<file path="src/rtl/code_shift_display.sv">
// rtl/code_shift_display.sv - N-digit code shift register with digit count and 7-segment display
// Optional MASK_DISPLAY_EN: occupied positions show a dash instead of the digit.
module code_shift_display #(
  parameter int NUM_DIGITS = 4,
  parameter int CNT_W      = 4
) (
  input  logic                    clk,
  input  logic                    sys_reset,
  input  logic                    clear_code,
  input  logic                    store_digit_pulse,
  input  logic [3:0]              digit_in,
  output logic [4*NUM_DIGITS-1:0] code_value,
  output logic [CNT_W-1:0]        digit_count,
  output logic                    code_ready,
  output logic                    reject_pulse,
  output logic [7*NUM_DIGITS-1:0] hex_segs
);

  localparam logic [1:0] S_EMPTY = 2'd0;
  localparam logic [1:0] S_ENTRY = 2'd1;
  localparam logic [1:0] S_FULL  = 2'd2;

  localparam logic [CNT_W-1:0] LAST_SLOT = CNT_W'(NUM_DIGITS - 1);
  localparam logic [6:0]       SEG_BLANK = 7'b1111111;

  logic [1:0] state;

  always_ff @(posedge clk) begin
    if (sys_reset) begin
      code_value   <= '0;
      digit_count  <= '0;
      state        <= S_EMPTY;
      code_ready   <= 1'b0;
      reject_pulse <= 1'b0;
    end else begin
      code_ready   <= 1'b0;
      reject_pulse <= 1'b0;
      if (clear_code) begin
        // A store arriving with clear is dropped without a reject.
        code_value  <= '0;
        digit_count <= '0;
        state       <= S_EMPTY;
      end else if (store_digit_pulse) begin
        if (digit_in > 4'd9 || state == S_FULL) begin
          reject_pulse <= 1'b1;
        end else begin
          code_value  <= {code_value[4*NUM_DIGITS-5:0], digit_in};
          digit_count <= digit_count + CNT_W'(1);
          if (digit_count == LAST_SLOT) begin
            state      <= S_FULL;
            code_ready <= 1'b1;
          end else begin
            state <= S_ENTRY;
          end
        end
      end
    end
  end

`ifdef MASK_DISPLAY_EN
  always_comb begin
    hex_segs = '1;
    for (int i = 0; i < NUM_DIGITS; i++) begin
      hex_segs[7*i +: 7] = (int'(digit_count) > i) ? 7'b0111111 : SEG_BLANK;
    end
  end
`else
  function automatic logic [6:0] seg_decode(input logic [3:0] d);
    case (d)
      4'd0:    seg_decode = 7'b1000000;
      4'd1:    seg_decode = 7'b1111001;
      4'd2:    seg_decode = 7'b0100100;
      4'd3:    seg_decode = 7'b0110000;
      4'd4:    seg_decode = 7'b0011001;
      4'd5:    seg_decode = 7'b0010010;
      4'd6:    seg_decode = 7'b0000010;
      4'd7:    seg_decode = 7'b1111000;
      4'd8:    seg_decode = 7'b0000000;
      4'd9:    seg_decode = 7'b0010000;
      default: seg_decode = SEG_BLANK;
    endcase
  endfunction

  always_comb begin
    hex_segs = '1;
    for (int i = 0; i < NUM_DIGITS; i++) begin
      hex_segs[7*i +: 7] = (int'(digit_count) > i) ? seg_decode(code_value[4*i +: 4]) : SEG_BLANK;
    end
  end
`endif

endmodule
</file>
<file path="config.mk">
export PLATFORM = sky130hd
export DESIGN_NAME = code_shift_display
export DESIGN_NICKNAME = d
export VERILOG_FILES = /design/src/rtl/code_shift_display.sv
export SDC_FILE = /design/constraint.sdc
export NUM_CORES = 1
export LEC_CHECK = 0
export CORE_MARGIN = 2
export CORE_UTILIZATION = 51
export CTS_CLUSTER_DIAMETER = 120
export DETAILED_ROUTE_END_ITERATION = 12
export GPL_TIMING_DRIVEN = 0
export PLACE_DENSITY = 0.9
export SLEW_MARGIN = 40
export SYNTH_ARGS = -nofsm -noshare
export SYNTH_HDL_FRONTEND = slang
export SYNTH_SLANG_ARGS = --single-unit
export TNS_END_PERCENT = 5
</file>
<file path="constraint.sdc">
create_clock -name clk -period 3.24 [get_ports clk]
set_clock_uncertainty 0.2 [all_clocks]
set_input_delay 0.648 -clock clk [delete_from_list [all_inputs] [get_ports clk]]
set_output_delay 0.648 -clock clk [all_outputs]
set_load 0.01 [all_outputs]
</file>
# --- After elaboration in Yosys (flattened, before gate mapping) ---
# Memory sizes are Yosys's and may differ from the RTL's. A register that Yosys moved wholly into a read port is not among the register bits.
# Cells that the tools add are included.
totals:
  register_bits: 24
  mem_bits_ro: 448
  inputBits: 8
  out_inout_bits: 50
  elab_cells: 39
  mem_count: 4
mem_list:
  columns: ["name", "words", "width", "read_ports", "rd_clocked_by_memory_dff", "wr", "line", "source"]
  rows:
  - ["(no name shown)", 16, 7, 1, 1, 0, "69", "case (d)"]
  - ["(no name shown)", 16, 7, 1, 1, 0, "69", null]
  - ["(no name shown)", 16, 7, 1, 1, 0, "69", null]
  - ["(no name shown)", 16, 7, 1, 1, 0, "69", null]
op_classes:
  addsub: 1
  magnitude_cmp: 5
  n_eq_ne: 2
  n_mux: 15
  n_bitwise: 2
  n_reduce_logical: 5
ops:
  columns: ["cell", "n"]
  rows:
  - ["$mux 4", 8]
  - ["$mux 7", 4]
  - ["$gt 4x1->1 const B", 2]
  - ["$gt 4x2->1 const B", 2]
  - ["$add 4x1->4 const B", 1]
  - ["$eq 4x2->1 const B", 1]
  - ["$gt 4x4->1 const B", 1]
  - ["$reduce_or 4->1", 1]
  - ["$reduce_or 3->1", 1]
  - ["$eq 2x2->1 const B", 1]
  - ["$mux 1", 2]
  - ["$mux 2", 1]
  - ["$not 1->1", 2]
  - ["$reduce_and 2->1", 1]
  - ["$reduce_or 2->1", 1]
  - ["$logic_or 1x1->1", 1]

# --- Longest topological paths before layout ---
depth:
  depth_word: 6
  ltp_mapped: 11
  depth_no_buf: 8

# --- Least setup slack after synthesis ---
# Ideal clock, no wire load.
synth_timing:
  path_type: "input port to flip-flop"
  from: "in digit_in[1]"
  to: "reg (tool-made name)"
  setup_ns: 0.070
  t_arrival_ns: 2.321
  required_time_ns: 2.970
  slack_ns: 0.649
  stages: 11
  path_buffers: 3
  cell_sequence: "o21ai_2 and3_1 buf_6 buf_6 buf_4 nand2_1 a21oi_1 inv_1 ha_1 nand2b_1 a21oi_1"
synth_rtl:
  columns: ["element", "line", "source"]
  rows:
  - ["from (decl)", "11", "input logic [3:0] digit_in,"]

==> flow_summary.json <==
{
  "antenna_found_initial": 0,
  "cts_tree": "done",
  "cts_sinks": 52,
  "min_to": "state[1]",
  "cp.required_ns": 3.28,
  "io_buffers": 57,
  "slew_headroom_pct": 58.6,
  "outcome": "finished clean",
  "drtAntennaViolNets": 0,
  "ys_seq_elements": 52,
  "crit_top_cell": "buf_6",
  "grt_use_total_pct": 22.6,
  "fp.dieH_um": 78.0,
  "instances_no_fill": 465,
  "yosysSeqAreaShare_pct": 37.3,
  "rsz0062_at_grt": "true",
  "yosys-top-cells-count": "dfxtp_1 (52), nand2_1 (47), a21oi_1 (44)",
  "grt_pass1_wl_um": 11200,
  "first_pass_iters": 5,
  "final_cell_area_um2": 3560,
  "syn_area_per_cell_um2": 8.45,
  "yosysTopAreaCell": "dfxtp_1",
  "fin_util_pct": 68.4,
  "post-route-period-util_pct": 96.8,
  "grt_max_degree": 18,
  "critPathLaunchType": "primary input",
  "ys_async_sr_fraction_pct": 0,
  "power_density_nw_per_um2": 324,
  "design.die.area_um2": 6080,
  "setup_tns_ns": 0,
  "synth_top_area_share_pct": 37.3,
  "grt_pass1_vias": 2440,
  "whs_path_depth": 2,
  "wl_um": 6650,
  "hp-start": "state[1]",
  "nets": 427,
  "h-tree-depth": 2,
  "setup_violations": 0,
  "ys_warn_count": 0,
  "ys_top_cells_by_area": "dfxtp_1 (37%), ha_1 (11%), a21oi_1 (7.9%)",
  "synth_nets": 363,
  "vias_per_cell": 5.51,
  "syn_area_um2": 2790,
  "slowest_stage": "clkdlybuf4s50_1",
  "synth.most_common_cell": "dfxtp_1",
  "finalMaxSlewViolations": 0,
  "r2r_setup_slack_ns": 0.69,
  "crit_start": "digit_in[1]",
  "drc": 0,
  "p_leak_nw": 1.39,
  "peakVddDrop_v": 0.000279,
  "crit_type": "in -> reg",
  "placed_area_um2": 3450,
  "vias": 2560,
  "post_drt_wl_per_cell_um": 14.3,
  "worstPathArrival_ns": 3.18,
  "area_growth_pct": 27.6,
  "synth_edf_count": 0,
  "clock-root-buffer": "clkbuf_8",
  "reg2regPathDepth": 11,
  "cp.buffers_inverters": 5,
  "hp-class": "reg -> reg",
  "antennaDiodeCount": 0,
  "timing.rr.start": "state[0]",
  "worst_pin_slew_ns": 0.621,
  "crit_family": "buffers and inverters",
  "cts-buffers-inserted": 5,
  "gp_congestion": 0.942,
  "fin_crit_ns": 3.14,
  "die_x_um": 78.0,
  "clock_path_buffers": 2,
  "maxCapViolCount": 0,
  "drt_iter0_markers": 233,
  "ctsHoldBuffers": 0,
  "cp.depth": 12,
  "rows": 26,
  "cts_setup_buffers": 0,
  "grt_overflow": 0,
  "core_um2": 5200,
  "critPathCaptureType": "register",
  "hold_viol": 0,
  "drive_gt1_share_pct": 13.9,
  "crit_chain": "clkdlybuf4s50_1, o21ai_2, and3_1, buf_6, buf_6, buf_4, nand2_1, a21oi_2, inv_1, ha_1, nand2b_1, a21oi_1",
  "ys.flop_type": "dfxtp_1",
  "ios": 58,
  "max_stage_delay_ns": 0.51,
  "cp_max_fo": 10,
  "place_hpwl_um": 4900,
  "synth.distinct_cells": 47,
  "max_freq_mhz": 319,
  "start_util_pct": 53.6,
  "placedCellCount": 457,
  "clock_latency_ns": 0.32,
  "synthCells": 330,
  "clk_pin_slew_ns": 0.11
}
[power breakdown]
part	internal, W	switching, W	leakage (nW)
registers	0.000648	0.00000478	0.420
logic	0.0000589	0.0000681	0.931
clock network	0.000153	0.000221	0.0404
[timing repair]
action / in CTS / in global routing
hold endpoints to repair: 0 / 0
resized for setup: 0 / 5
setup endpoints to repair: 0 / 10
[per-stage QoR]
step / worst slack [ns] / power [W] / hold slack (ns)
after detailed placement: -0.238 / 0.000791 / 0.301
after floorplan: 0.649 / 0.000739 / 0.272
final: 0.103 / 0.00115 / 0.323
after CTS: 0.0718 / 0.00116 / 0.316
after global routing: -0.0259 / 0.00120 / 0.332
after global placement: -0.138 / 0.000789 / 0.278
[cell usage in the layout, fill, tap and decap left out, types with 3 or more instances in the layout]
master / n
clkbuf_8: 5
buf_2: 5
nand2_1: 47
a21oi_1: 40
nor2_1: 16
or2_2: 22
a31oi_1: 4
clkdlybuf4s50_1: 57
a21oi_2: 4
o21ai_0: 7
nand4_1: 3
nand3_1: 5
or3_1: 3
inv_1: 20
a211oi_1: 3
clkbuf_1: 4
nand2b_1: 16
ha_1: 25
mux2_2: 4
dfxtp_1: 52
mux2i_1: 11
[kinds of logic after synthesis]
group	count (synthesis)	synth area share, %
and+or+nand+nor	126	23.2
AOI/OAI and AO/OA	75	16.2
DFF	52	37.3
buffers and inverters	34	5.61
adders and majority gates	25	11.2
muxes	15	5.56
xor gates and xnor gates	3	0.942
[worst max path at each step]
| stage | endpoint | slack, ns |
|---|---|---|
| floorplan | register | 0.65 |
| global placement | register | -0.14 |
| detailed placement | register | -0.24 |
| CTS | register | 0.07 |
| global route | register | -0.03 |
| finish | register | 0.10 |
[tightest hold or removal path, stage by stage (launching register included)]
cell	delay, ns
dfxtp_1	0.36
nand2_1	0.06
a21oi_1	0.06
[final cells by class]
class	instances	area, um2
flip-flops and latches	52	1040
multi-input cells	244	1610
fillers	427	1650
plain buffers	13	77.6
inverters	21	78.8
clock inverters	3	23.8
clock buffers	5	68.8
well taps	70	87.6
repair buffers	57	571
[metal layers]
metal / up-vias / wire length, um / global-route usage [%]
met2: 119 / 3180 / 38.4
li1: 1237 / - / -
met1: 1184 / 2840 / 27.2
met3: 20 / 462 / 4.88
met4: 0 / 165 / 10.5
met5: - / 0 / 0
No activity file was read; power rests on OpenSTA's default activity.
